### config.mk
export PLATFORM = sky130hd
export DESIGN_NAME = traffic_ctrl
export DESIGN_NICKNAME = d
export VERILOG_FILES = /design/src/rtl/traffic_pkg.sv /design/src/rtl/phase_timer.sv /design/src/rtl/traffic_ctrl.sv
export SDC_FILE = /design/constraint.sdc
export NUM_CORES = 1
export LEC_CHECK = 0
export BUFFER_PORTS_ARGS = -buffer_cell sky130_fd_sc_hd__buf_2
export CAP_MARGIN = 20
export CORE_AREA = 2 2 39 41
export CTS_CLUSTER_SIZE = 8
export DETAILED_ROUTE_END_ITERATION = 8
export DIE_AREA = 0 0 41 43
export PLACE_DENSITY = 0.8
export SLEW_MARGIN = 15
export SYNTH_ARGS = -nofsm -noshare
export SYNTH_HDL_FRONTEND = slang
export SYNTH_HIERARCHICAL = 1
export SYNTH_SLANG_ARGS = --single-unit
### constraint.sdc
create_clock -name clk -period 1.77 [get_ports clk]
set_input_delay 0 -clock clk [delete_from_list [all_inputs] [get_ports clk]]
set_output_delay 0 -clock clk [all_outputs]
set_load 0.005 [all_outputs]
### src/rtl/traffic_pkg.sv
// rtl/traffic_pkg.sv - light and state encodings shared by the intersection controller
package traffic_pkg;

  typedef enum logic [1:0] {
    GREEN  = 2'b00,
    YELLOW = 2'b01,
    RED    = 2'b10
  } light_t;

  typedef enum logic [1:0] {
    S_AG = 2'd0,
    S_AY = 2'd1,
    S_BG = 2'd2,
    S_BY = 2'd3
  } state_t;

  // Phase timer ceiling: GREEN_MAX-1, raised if needed so a long yellow can still expire.
  function automatic int sat_limit(input int green_max, input int yellow_cyc);
    return ((green_max > yellow_cyc) ? green_max : yellow_cyc) - 1;
  endfunction

endpackage

### src/rtl/phase_timer.sv
// rtl/phase_timer.sv - saturating phase counter, cleared on every phase change
module phase_timer #(
  parameter int CNT_W = 8,
  parameter int MAX   = 19
) (
  input  logic             clk,
  input  logic             rst,
  input  logic             clr,
  output logic [CNT_W-1:0] cnt
);

  localparam logic [CNT_W-1:0] MAX_V = CNT_W'(MAX);

  always_ff @(posedge clk) begin
    if (rst || clr) begin
      cnt <= '0;
    end else if (cnt != MAX_V) begin
      cnt <= cnt + 1'b1;
    end
  end

endmodule

### src/rtl/traffic_ctrl.sv
// rtl/traffic_ctrl.sv - two-road Moore light sequencer with min/max green and fixed yellow
module traffic_ctrl
  import traffic_pkg::*;
#(
  parameter int GREEN_MIN  = 5,
  parameter int GREEN_MAX  = 20,
  parameter int YELLOW_CYC = 3,
  parameter int CNT_W      = 8
) (
  input  logic       clk,
  input  logic       rst,
  input  logic       ta,
  input  logic       tb,
  output logic [1:0] la,
  output logic [1:0] lb,
  output logic [1:0] state
);

  localparam logic [CNT_W-1:0] GMIN_M1 = CNT_W'(GREEN_MIN - 1);
  localparam logic [CNT_W-1:0] GMAX_M1 = CNT_W'(GREEN_MAX - 1);
  localparam logic [CNT_W-1:0] YEL_M1  = CNT_W'(YELLOW_CYC - 1);

  state_t           state_q;
  state_t           state_d;
  logic [CNT_W-1:0] cnt;
  logic             clr;

  phase_timer #(
    .CNT_W (CNT_W),
    .MAX   (sat_limit(GREEN_MAX, YELLOW_CYC))
  ) u_timer (
    .clk (clk),
    .rst (rst),
    .clr (clr),
    .cnt (cnt)
  );

  always_ff @(posedge clk) begin
    if (rst) begin
      state_q <= S_AG;
    end else begin
      state_q <= state_d;
    end
  end

  // Green ends once minimum is served and either the own road is empty or the
  // other road has waited the full maximum; yellow ignores the sensors.
  always_comb begin
    state_d = state_q;
    la      = RED;
    lb      = RED;
    case (state_q)
      S_AG: begin
        la = GREEN;
        if (cnt >= GMIN_M1 && (!ta || (tb && cnt == GMAX_M1))) state_d = S_AY;
      end
      S_AY: begin
        la = YELLOW;
        if (cnt == YEL_M1) state_d = S_BG;
      end
      S_BG: begin
        lb = GREEN;
        if (cnt >= GMIN_M1 && (!tb || (ta && cnt == GMAX_M1))) state_d = S_BY;
      end
      S_BY: begin
        lb = YELLOW;
        if (cnt == YEL_M1) state_d = S_AG;
      end
      default: state_d = S_AG;
    endcase
  end

  assign clr   = (state_d != state_q);
  assign state = state_q;

endmodule
==> impl_metrics.toml <==
[synth]
synth-adder-area-share_pct = 2.101
avgSynthCellArea_sq_um = 8.889
synth_top_area_share_pct = 33.61
synth_mux_area_share_pct = 3.571
synth-seq-cells = 10
yosysTopAreaCell = "dfxtp_1"
syn_nets = 72
synthCells = 67
synth_compound_area_share_pct = 18.91
ys_warn_count = 6
synth_top_family_by_area = "simple AND/OR/NAND/NOR gates"
yosysUniqueCellTypes = 34
synth_simple_gate_area_share_pct = 35.50
synth-xor-area-share_pct = 4.412
synth_area_sq_um = 595.6
ys_top_cells_by_area = "dfxtp_1, o311ai_4, nand3_1"
seq_area_frac_synth_pct = 33.61

[global_route]
top_usage_layer = "met2"
grt_pass1_wl_um = 2173
grtUsageMet1_pct = 21.10
antenna_found_initial = 0
grt_use_met2_pct = 30.00
grtUsageTotal_pct = 19.23
grt_pass1_vias = 531
met3_usage_pct = 7.853
grt_max_degree = 12
grt_overflow_total = 0

[placement]
place_ws_ns = -0.1028
place_congestion = 0.8487
io_buffers = 9
place_area_sq_um = 714.4
hpwl_um = 1025

[drt]
drt_wl_total_um = 1401
wire_per_inst_um = 13.60
vias = 603
drt_iter0_markers = 30
first_pass_iters = 4
route.detailed.drc = 0
antenna_left = 0
viasPerCell = 5.854

[pwr]
irDropWorstVdd_mv = 0.4109
leakage_nw = 0.2884
powerDensity_mw_per_mm2 = 684.3

[sta]
setup_viol = 5
drv_slew = 0
worst_slack_ns = -0.09834
post-route-period-util_pct = 105.6
finalHoldViolCount = 0
grt_setup_unrepaired = "true"
fmaxAchievable_ghz = 0.5352
final.min_clock_period_ns = 1.868
relSlewSlack_pct = 70.06
worstMarginPinSlew_ns = 0.4485
skew_ns = 0.003354

[final_layout]
final_core_util_pct = 56.06
postLayoutCellArea_sq_um = 775.7
antenna_cells = 0
area_growth_pct = 30.25
fin_nets = 93
fill_cells = 125
drive_gt1_share_pct = 37.93

[clocking]
cts_buffer_depth = 2
clk_pin_slew_ns = 0.07
htree_levels = 1
cts_made_buffers = 3
cts_tree = "done"
clk_latency_ns = 0.26
root_buffer = "clkbuf_4"
cts.sinks = 10

[floorplan]
row_count = 14
io_pins = 10
die-height_um = 43
core_sq_mm = 0.001384
die-width_um = 41
start_util_pct = 43.04
die_area_sq_mm = 0.001763

[run]
max_cap_violations = 0

[outcome]
violations = "setup timing"
status = "finished, violations left"

[critical_path]
path_max_fanout = 5
crit_required_ns = 1.96
timing.critical_path.from_type = "flop"
critPathCaptureType = "flop"
critPathKind = "flop to flop"
critPathArrivalTime_ns = 2.06

[min_path]
hp-class = "input port to flop"
## cell type report
type / count / area (sq um) / area share (%)
Clock buffer: 4 / 36.28 / 4.677
Inverter: 2 / 7.507 / 0.9677
Multi-Input combinational cell: 54 / 401.6 / 51.77
Sequential cell: 10 / 202.7 / 26.13
Tap cell: 16 / 20.02 / 2.581
Timing Repair Buffer: 17 / 107.6 / 13.87
## final timing paths
path / from / endpoint / slack [ns] / cells past startpoint
setup / recovery: u_timer/cnt[7] / u_timer/cnt[7] / -0.1 / 6
hold / removal: ta / state[0] / 0.14 / 4
setup reg to reg: u_timer/cnt[7] / u_timer/cnt[7] / -0.1 / 6
hold reg to reg: state[0] / state[1] / 0.57 / 2
## synth_stat cells
library cell   n
nand4_1        3
nand3_1        5
mux2_1         1
inv_2          1
o311ai_4       1
o31ai_1        1
dfxtp_1       10
or4b_1         1
a21oi_1        3
a31oi_1        1
nor4bb_1       1
o21ai_0        4
or2_2          1
a21oi_2        2
or3_1          4
nor2_1         6
nor4_1         1
nor3_1         3
ha_1           1
xor2_1         2
xnor2_1        1
a21o_1         1
and4bb_4       1
nor4b_1        1
a21boi_0       1
o21ai_1        1
inv_1          1
nand4bb_1      1
or4_4          1
nor3b_1        1
mux2i_1        1
nand3_2        1
nand2_1        2
clkbuf_1       1
## metrics by stage
stage	TNS, ns	power (mW)	std cells	hold slack, ns
after CTS	-0.3998	0.5346	103	0.1447
final	-0.3809	0.5309	103	0.1401
after detailed placement	-0.4481	0.3243	98	0.1972
after floorplan	-0.2626	0.2984	67	0.06907
after global routing	-0.9623	0.5614	103	0.1445
after global placement	-0.2726	0.3227	98	0.2001
## what timing repair did
action	4_1_cts	5_1_grt
pin swaps	1	0
hold buffers	1	0
resized for setup	2	1
setup buffers	0	0
setup endpoints to repair	6	8
endpoints found under the hold margin	2	0
## placed cells by master, fill, tap and decap left out, types with 2 or more instances in the layout
master,instances
buf_2,9
dfxtp_1,8
buf_4,7
nor2_1,6
nand3_1,5
o21ai_0,4
or3_1,4
a21oi_2,4
nand4_1,3
clkbuf_4,3
nor3_1,3
xor2_1,2
nand2_1,2
dfxtp_2,2
## logic make-up after synthesis
kind of cell | Yosys count
muxes | 2
and+or+nand+nor | 33
xor gates and xnor gates | 3
adders and majority gates | 1
DFF | 10
AOI/OAI and AO/OA | 15
buffers and inverters | 3
## critical path, stage by stage, from the launching register on
cell and delay [ns]:
dfxtp_2 0.32, or4_4 0.54, o311ai_4 0.23, nand3_1 0.10, or2_4 0.28, a21o_4 0.21
a21oi_2 0.11
## sequential cells by signal (all words and copies together), names as in the netlist
register and cells:
state 2, u_timer/cnt 8
## report_power, final
group / switching [mW] / internal, mW / leakage (nW)
combinational: 0.0367 / 0.0422 / 0.185
clock: 0.0790 / 0.125 / 0.0210
sequential: 0.0137 / 0.234 / 0.0822
total: 0.129 / 0.401 / 0.288
## per-layer routing
| layer | wire length [um] | share of wire, % |
|---|---|---|
| met1 | 610 | 44 |
| met2 | 699 | 50 |
| met3 | 76 | 5.4 |
| met4 | 15 | 1.1 |
| met5 | 0 | 0 |
No activity file was read; power rests on OpenSTA's default activity.
